===== config.mk =====
export PLATFORM = sky130hd
export DESIGN_NAME = phase_seq_deser_flat
export DESIGN_NICKNAME = d
export VERILOG_FILES = /design/src/rtl/phase_seq_deser_if.sv /design/src/rtl/phase_seq_deser.sv /design/src/flat_wrapper.sv
export SDC_FILE = /design/constraint.sdc
export NUM_CORES = 1
export LEC_CHECK = 0
export ABC_AREA = 1
export BUFFER_PORTS_ARGS = -buffer_cell sky130_fd_sc_hd__buf_2
export CAP_MARGIN = 20
export CELL_PAD_IN_SITES_DETAIL_PLACEMENT = 0
export CELL_PAD_IN_SITES_GLOBAL_PLACEMENT = 1
export CORE_MARGIN = 1
export CORE_UTILIZATION = 25
export DETAILED_ROUTE_END_ITERATION = 10
export HOLD_SLACK_MARGIN = 0.1
export PLACE_DENSITY_LB_ADDON = 0.1
export SETUP_SLACK_MARGIN = 0.05
export SLEW_MARGIN = 20
export SYNTH_ARGS = -nofsm -noshare
export SYNTH_HDL_FRONTEND = slang
export SYNTH_SLANG_ARGS = --single-unit

===== constraint.sdc =====
create_clock -name clk -period 1.8 [get_ports clk]
set_input_delay 0.54 -clock clk [delete_from_list [all_inputs] [get_ports clk]]
set_output_delay 0.54 -clock clk [all_outputs]
set_load 0.01 [all_outputs]

===== src/rtl/phase_seq_deser_if.sv =====
// Bus bundle between the phase/deserializer feeder and its consumer.
// The master side drives the controls; the slave side is the block itself.
interface phase_seq_deser_if #(
    parameter int PHASE_W = 3,
    parameter int DATA_W  = 4,
    parameter int FCNT_W  = 8
);
    logic               enable;
    logic               sync_in;
    logic               ser_in;
    logic [PHASE_W-1:0] clk_out;
    logic [DATA_W-1:0]  a0;
    logic               a0_valid;
    logic               frame_done;
    logic [FCNT_W-1:0]  frame_cnt;

    modport master (
        output enable, sync_in, ser_in,
        input  clk_out, a0, a0_valid, frame_done, frame_cnt
    );

    modport slave (
        input  enable, sync_in, ser_in,
        output clk_out, a0, a0_valid, frame_done, frame_cnt
    );
endinterface


===== src/rtl/phase_seq_deser.sv =====
// Free-running phase counter plus serial-to-parallel word assembly.
// Bits enter on phases 0..DATA_W-1; the word is published on the last of those.
module phase_seq_deser #(
    parameter int PHASE_W = 3,
    parameter int DATA_W  = 4,
    parameter int FCNT_W  = 8
) (
    input logic              clk,
    input logic              rst,
    phase_seq_deser_if.slave bus
);
    localparam logic [PHASE_W-1:0] LOAD_PH = PHASE_W'(DATA_W - 1);
    localparam logic [PHASE_W-1:0] LAST_PH = '1;

    logic [PHASE_W-1:0] phase;
    logic [DATA_W-1:0]  shift;
    logic [DATA_W-1:0]  word;
    logic               loaded;
    logic               done;
    logic [FCNT_W-1:0]  fcnt;
    logic [DATA_W-1:0]  shift_nxt;
    logic               advance;
    logic               in_load;

    assign shift_nxt = {shift[DATA_W-2:0], bus.ser_in};
    assign advance   = bus.enable && !bus.sync_in;
    assign in_load   = phase <= LOAD_PH;

    always_ff @(posedge clk) begin
        if (rst)
            phase <= '0;
        else if (bus.enable)
            phase <= bus.sync_in ? '0 : phase + 1'b1;
    end

    always_ff @(posedge clk) begin
        if (rst)
            shift <= '0;
        else if (bus.enable && bus.sync_in)
            shift <= '0;
        else if (advance && in_load)
            shift <= shift_nxt;
    end

    // A sync landing on the load phase leaves the previous word in place.
    always_ff @(posedge clk) begin
        if (rst) begin
            word   <= '0;
            loaded <= 1'b0;
        end else if (advance && phase == LOAD_PH) begin
            word   <= shift_nxt;
            loaded <= 1'b1;
        end
    end

    always_ff @(posedge clk) begin
        if (rst) begin
            done <= 1'b0;
            fcnt <= '0;
        end else begin
            done <= advance && phase == LAST_PH;
            if (advance && phase == LAST_PH)
                fcnt <= fcnt + 1'b1;
        end
    end

    assign bus.clk_out    = phase;
    assign bus.a0         = word;
    assign bus.a0_valid   = loaded && phase[PHASE_W-1];
    assign bus.frame_done = done;
    assign bus.frame_cnt  = fcnt;
endmodule

===== src/flat_wrapper.sv =====
// flat-port wrapper written by rule: the top's interface ports become plain ports
module phase_seq_deser_flat 
#(
    parameter int PHASE_W = 3,
    parameter int DATA_W  = 4,
    parameter int FCNT_W  = 8
)
  (clk, rst, bus_enable, bus_sync_in, bus_ser_in, bus_clk_out, bus_a0, bus_a0_valid, bus_frame_done, bus_frame_cnt);
  phase_seq_deser_if #(.PHASE_W(PHASE_W), .DATA_W(DATA_W), .FCNT_W(FCNT_W)) bus_i ();
  input logic clk;
  input logic rst;
  input wire logic [$bits(bus_i.enable)-1:0] bus_enable;
  input wire logic [$bits(bus_i.sync_in)-1:0] bus_sync_in;
  input wire logic [$bits(bus_i.ser_in)-1:0] bus_ser_in;
  output wire logic [$bits(bus_i.clk_out)-1:0] bus_clk_out;
  output wire logic [$bits(bus_i.a0)-1:0] bus_a0;
  output wire logic [$bits(bus_i.a0_valid)-1:0] bus_a0_valid;
  output wire logic [$bits(bus_i.frame_done)-1:0] bus_frame_done;
  output wire logic [$bits(bus_i.frame_cnt)-1:0] bus_frame_cnt;
  assign bus_i.enable = bus_enable;
  assign bus_i.sync_in = bus_sync_in;
  assign bus_i.ser_in = bus_ser_in;
  assign bus_clk_out = bus_i.clk_out;
  assign bus_a0 = bus_i.a0;
  assign bus_a0_valid = bus_i.a0_valid;
  assign bus_frame_done = bus_i.frame_done;
  assign bus_frame_cnt = bus_i.frame_cnt;
  phase_seq_deser #(.PHASE_W(PHASE_W), .DATA_W(DATA_W), .FCNT_W(FCNT_W)) u_core (.clk(clk), .rst(rst), .bus(bus_i));
endmodule

Word-level counts from Yosys, hierarchy flattened
Cells that the tools add are included.
Storage, ports and cells
  output and inout port bits: 17
  input bits: 5
  flip-flop bits (word level): 20
  logic and storage cells: 20
  ROM bits: 0
  memory bits (writable): 0
  memories kept: 0
  latch bits: 0
Cells by class
  bitwise logic cells: 0
  $add $sub $neg: 2
  eq/ne operators: 2
  multiply operators: 0
  magnitude comparators: 1
  div/mod/pow operators: 0
  mux-type cells: 1
  reductions and logical operators: 8
  shifts and indexed selects: 0
Operators by type and width (count)
  adder 8 x 1 -> 8 bit (second input constant): 1
  logical AND 1 bit: 6
  adder 3 x 1 -> 3 bit (second input constant): 1
  == test 3 x 2 -> 1 bit (second input constant): 1
  == test 3 bit (second input constant): 1
  <= comparator 3 x 2 -> 1 bit (second input constant): 1
  two-way mux 3 bit: 1
  OR reduction 2 bit: 1
  logical NOT 1 bit: 1

Depth between registers and ports, before layout
  depth after elaboration: 3
  gate-level depth with buffers: 7
  mapped depth without buffers: 7

Worst setup path after synthesis
OpenSTA, ideal clock, no wires.
  path type: flip-flop to flip-flop
  start point: register u_core.phase[0], in the netlist u_core.bus.clk_out[0]
  end point: register u_core.fcnt[7], in the netlist u_core.bus.frame_cnt[7]
  data required time: 1685 ps
  path slack: 474 ps
  arrival time: 1211 ps
  clock period less this slack: 1326 ps
  path buffers: 0
  cell stages (with the launch flop): 8
  library setup time: 115 ps
  path through: dfxtp_1 -> ha_1 -> ha_1 -> nand3_4 -> nor2_4 -> nand3_1 -> nand2_1 -> nor2_1
Between the ends
  cells in the longest elaborated chain, start to end: 2
RTL lines
  start: declaration: line phase_seq_deser.sv:15  | logic [PHASE_W-1:0] phase;
  start signal: assignment: line phase_seq_deser.sv:33  | phase <= bus.sync_in ? '0 : phase + 1'b1;
  == test 3 bit: line phase_seq_deser.sv:62  | if (advance && phase == LAST_PH)
  logical AND 1 bit: line phase_seq_deser.sv:62
  end signal: assignment: line phase_seq_deser.sv:63  | fcnt <= fcnt + 1'b1;
  end: declaration: line phase_seq_deser.sv:20  | logic [FCNT_W-1:0] fcnt;
Every way passes these cells.
A chain may end at the register's enable or synchronous reset.

Worst setup path in the final report
  start point: register u_core.phase[2], in the netlist u_core.bus.clk_out[2]
  end point: output bus_a0_valid
Between the ends
  cells in the longest elaborated chain, start to end: 1
RTL lines
  logical AND 1 bit: line phase_seq_deser.sv:69  | assign bus.a0_valid = loaded && phase[PHASE_W-1];
  end: declaration: line flat_wrapper.sv:17  | output wire logic [$bits(bus_i.a0_valid)-1:0] bus_a0_valid;
Every way passes these cells.

==> impl_metrics.py <==
metrics = {
    "pwr": {
        "fin_total_pwr_uw": 762,
        "switching_share": 0.230,
        "switching_power_uw": 175,
        "power_density_nw_per_um2": 700,
        "vdd_ir_drop_max_mv": 0.323,
        "p_seq_frac": 0.595,
        "p_leak_nw": 0.513,
        "clockPowerShare": 0.346,
        "portion_of_total_power_attributed_to_combinational_logic": 0.059,
        "cell_internal_pwr_uw": 587,
    },
    "clock_tree": {
        "post_cts_resize_count": 0,
        "cts_root_buffer": "sky130_fd_sc_hd__clkbuf_4",
        "postCtsHoldBufs": 0,
        "numClockSinks": 20,
        "clk_latency_ns": 0.30,
        "clkTransAtPathRegs_ns": 0.12,
        "htreeDepth": 1,
        "cts_buffers": 3,
        "clock_path_buffers": 2,
        "cts_setup_buffers": 0,
        "tritoncts": "yes",
    },
    "setup_path": {
        "reg2reg_slack_ns": 0.39,
        "crit_buf_inv": 2,
        "reg2reg_from": "u_core.bus.clk_out[0]",
        "r2r_cell_count": 7,
        "crit_slowest_cell": "sky130_fd_sc_hd__dfxtp_1",
        "crit_arrival_ns": 0.97,
        "worstSetupPathType": "register to output port",
        "worst_ep_required_time_ns": 1.26,
        "timing.critical_path.from": "u_core.bus.clk_out[2]",
        "worstSetupStartpointType": "register",
        "cp_delay_by_family_top": "flip-flops",
        "critical_path.cell_chain": "nand2_1, inv_1, buf_2",
        "reg2reg_to": "u_core.bus.frame_cnt[7]",
        "cp_slowest_stage_delay_ns": 0.43,
        "setup.worst_path.end_class": "output port",
        "critical_path.max_fanout": 5,
    },
    "floorplanning": {
        "chipWidth_um": 61.8,
        "core.rowCount": 21,
        "dieArea_um2": 3820,
        "initial_util": 0.264,
        "core_area_um2": 3390,
        "die_height_um": 61.8,
        "io_pins": 22,
    },
    "timing": {
        "final.setup_skew_ns": 0.00149,
        "setup_violations": 0,
        "finalCriticalPeriod_ns": 1.51,
        "report.final.hold_viol_count": 0,
        "setup_repair_after_global_routing_missed_its_margin": "no",
        "drv_slew": 0,
        "timing.max_slew.rel_slack": 0.819,
        "tightestPinTransition_ns": 0.271,
        "finalSetupTns_ns": 0,
        "max_clock_freq_mhz": 661,
        "final.period_utilization": 0.841,
    },
    "routing": {
        "post_drt_wl_per_cell_um": 9.83,
        "viasPerCell": 4.34,
        "via_count": 820,
        "remaining_drc_errors": 0,
        "detail_route.first_pass.iterations": 4,
        "drt_iter0_markers": 33,
        "totalWireLength_um": 1860,
        "drtAntennaViolNets": 0,
    },
    "synthesis": {
        "ys_types": 17,
        "ys_ff_latch": 20,
        "syn_area_per_cell_um2": 7.51,
        "syn-num-nets": 128,
        "post_synth_inst_count": 119,
        "synth.yosys.warnings": 0,
        "yosysSeqAreaShare": 0.448,
        "synthesis.area_um2": 893,
    },
    "layout": {
        "most_common_cell_after_layout_fill_and_taps_aside": "sky130_fd_sc_hd__nand2_1",
        "layout_common_cells": "26 x sky130_fd_sc_hd__nand2_1, 21 x sky130_fd_sc_hd__buf_2, 20 x sky130_fd_sc_hd__dfxtp_1, 18 x sky130_fd_sc_hd__nor2_1, 14 x sky130_fd_sc_hd__inv_1",
        "area_growth_syn_to_layout_pct": 21.8,
        "antennaDiodeCount": 0,
        "final_layout_size_suffix_gt1_frac": 0.217,
        "num-nets-final": 153,
    },
    "grt": {
        "antenna_violations_before_repair": 0,
        "first_global_vias": 698,
        "maximum_number_of_pins_on_one_net_before_global_route_repair": 15,
        "global_route_wire_length_before_repair_um": 3080,
        "grt.overflow.total": 0,
        "aggregate_global_route_resource_usage": 0.113,
    },
    "hold_path": {
        "hold_path_end": "u_core.loaded",
        "holdPathStages": 2,
        "worstHoldStart": "u_core.loaded",
        "hold_removal_path_class": "register to register",
    },
    "placement": {
        "placement.io_buffers": 21,
        "globalplace.congestion": 0.726,
        "hpwl_um": 1460,
    },
    "outcome": {
        "run_status": "completed",
    },
    "run": {
        "cap_violations": 0,
    },
}
-- sequential cells by signal, summed over array words and instances (netlist names) --
signal / count
u_core.bus.frame_cnt: 8
u_core.bus.a0: 4
u_core.bus.frame_done: 1
u_core.loaded: 1
u_core.bus.clk_out: 3
u_core.shift: 3
-- cell type report --
class | count | area (µm²)
clock buffer | 4 | 36.3
fill | 391 | 2300
inverter | 15 | 57.6
multi-input combinational | 83 | 432
sequential | 20 | 400
tap | 46 | 57.6
timing repair buffer | 21 | 105
-- worst reg2reg max path, stage by stage (launching register included) --
cell and delay, ns:
sky130_fd_sc_hd__dfxtp_1 0.42, sky130_fd_sc_hd__ha_1 0.20, sky130_fd_sc_hd__ha_1 0.20, sky130_fd_sc_hd__nand3_4 0.16, sky130_fd_sc_hd__nor2_4 0.17, sky130_fd_sc_hd__nand3_1 0.08, sky130_fd_sc_hd__nand2_1 0.06, sky130_fd_sc_hd__nor2_1 0.04
-- per-layer routing --
metal / part of all wire / up-vias / track usage / wire length (µm)
met1: 0.51 / 374 / 0.149 / 942
met5: 0 / - / 0 / 0
li1: - / 430 / - / -
met4: 0.010 / 0 / 0.0667 / 19
met3: 0.039 / 2 / 0.0248 / 73
met2: 0.44 / 14 / 0.169 / 823
-- how the worst max path moves through the flow --
stage / endpoint / slack [ns] / cells past startpoint
after floorplan: u_core.bus.frame_cnt[7] / 0.47 / 7
after global placement: u_core.bus.frame_cnt[7] / 0.41 / 7
after detailed placement: u_core.bus.frame_cnt[7] / 0.40 / 7
after CTS: bus_a0_valid / 0.25 / 3
after global routing: bus_a0_valid / 0.16 / 3
final: bus_a0_valid / 0.29 / 3
-- power by group through the flow --
stage | clock network (mW) | logic, mW | registers (mW)
finish | 0.263 | 0.0452 | 0.454
global route | 0.300 | 0.0516 | 0.455
CTS | 0.279 | 0.0462 | 0.454
detailed placement | 0 | 0.0457 | 0.463
global placement | 0 | 0.0461 | 0.463
floorplan | 0 | 0.0281 | 0.463
-- through the flow --
step                setup WS (ns)  hold slack [ns]  instances  utilization  area (µm²)
finish                      0.287            0.459        189        0.321        1090
global route                0.164            0.479        189        0.321        1090
CTS                         0.253            0.462        189        0.321        1090
detailed placement          0.400            0.443        185        0.310        1050
global placement            0.412            0.441        185        0.310        1050
floorplan                   0.474            0.430        119            -         893
-- logic make-up (layout without fill, tap and decap cells) --
family | after synthesis | after routing | share of synthesized area
buffers and inverters | 16 | 40 | 0.0686
adder cells (fa/ha/maj) | 4 | 4 | 0.0560
XOR/XNOR | 2 | 2 | 0.0196
flip-flops | 20 | 20 | 0.448
AO/OA/AOI/OAI | 16 | 16 | 0.0966
AND/OR/NAND/NOR | 61 | 61 | 0.311
-- synth_stat cells --
| cell | instances | area, µm² |
|---|---|---|
| sky130_fd_sc_hd__dfxtp_1 | 20 | 400 |
| sky130_fd_sc_hd__nand2_2 | 2 | 12.5 |
| sky130_fd_sc_hd__nand3_1 | 11 | 55.1 |
| sky130_fd_sc_hd__a211oi_1 | 1 | 7.51 |
| sky130_fd_sc_hd__o21ai_0 | 1 | 5.00 |
| sky130_fd_sc_hd__nor3_1 | 1 | 5.00 |
| sky130_fd_sc_hd__nor2_1 | 18 | 67.6 |
| sky130_fd_sc_hd__nor2_4 | 2 | 22.5 |
| sky130_fd_sc_hd__a21oi_1 | 13 | 65.1 |
| sky130_fd_sc_hd__clkbuf_1 | 1 | 3.75 |
| sky130_fd_sc_hd__a2bb2oi_1 | 1 | 8.76 |
| sky130_fd_sc_hd__ha_1 | 4 | 50.1 |
| sky130_fd_sc_hd__nand3_4 | 1 | 17.5 |
| sky130_fd_sc_hd__inv_1 | 14 | 52.6 |
| sky130_fd_sc_hd__nand2_1 | 26 | 97.6 |
| sky130_fd_sc_hd__clkinv_2 | 1 | 5.00 |
| sky130_fd_sc_hd__xor2_1 | 2 | 17.5 |
(Power assumes the default switching activity.)
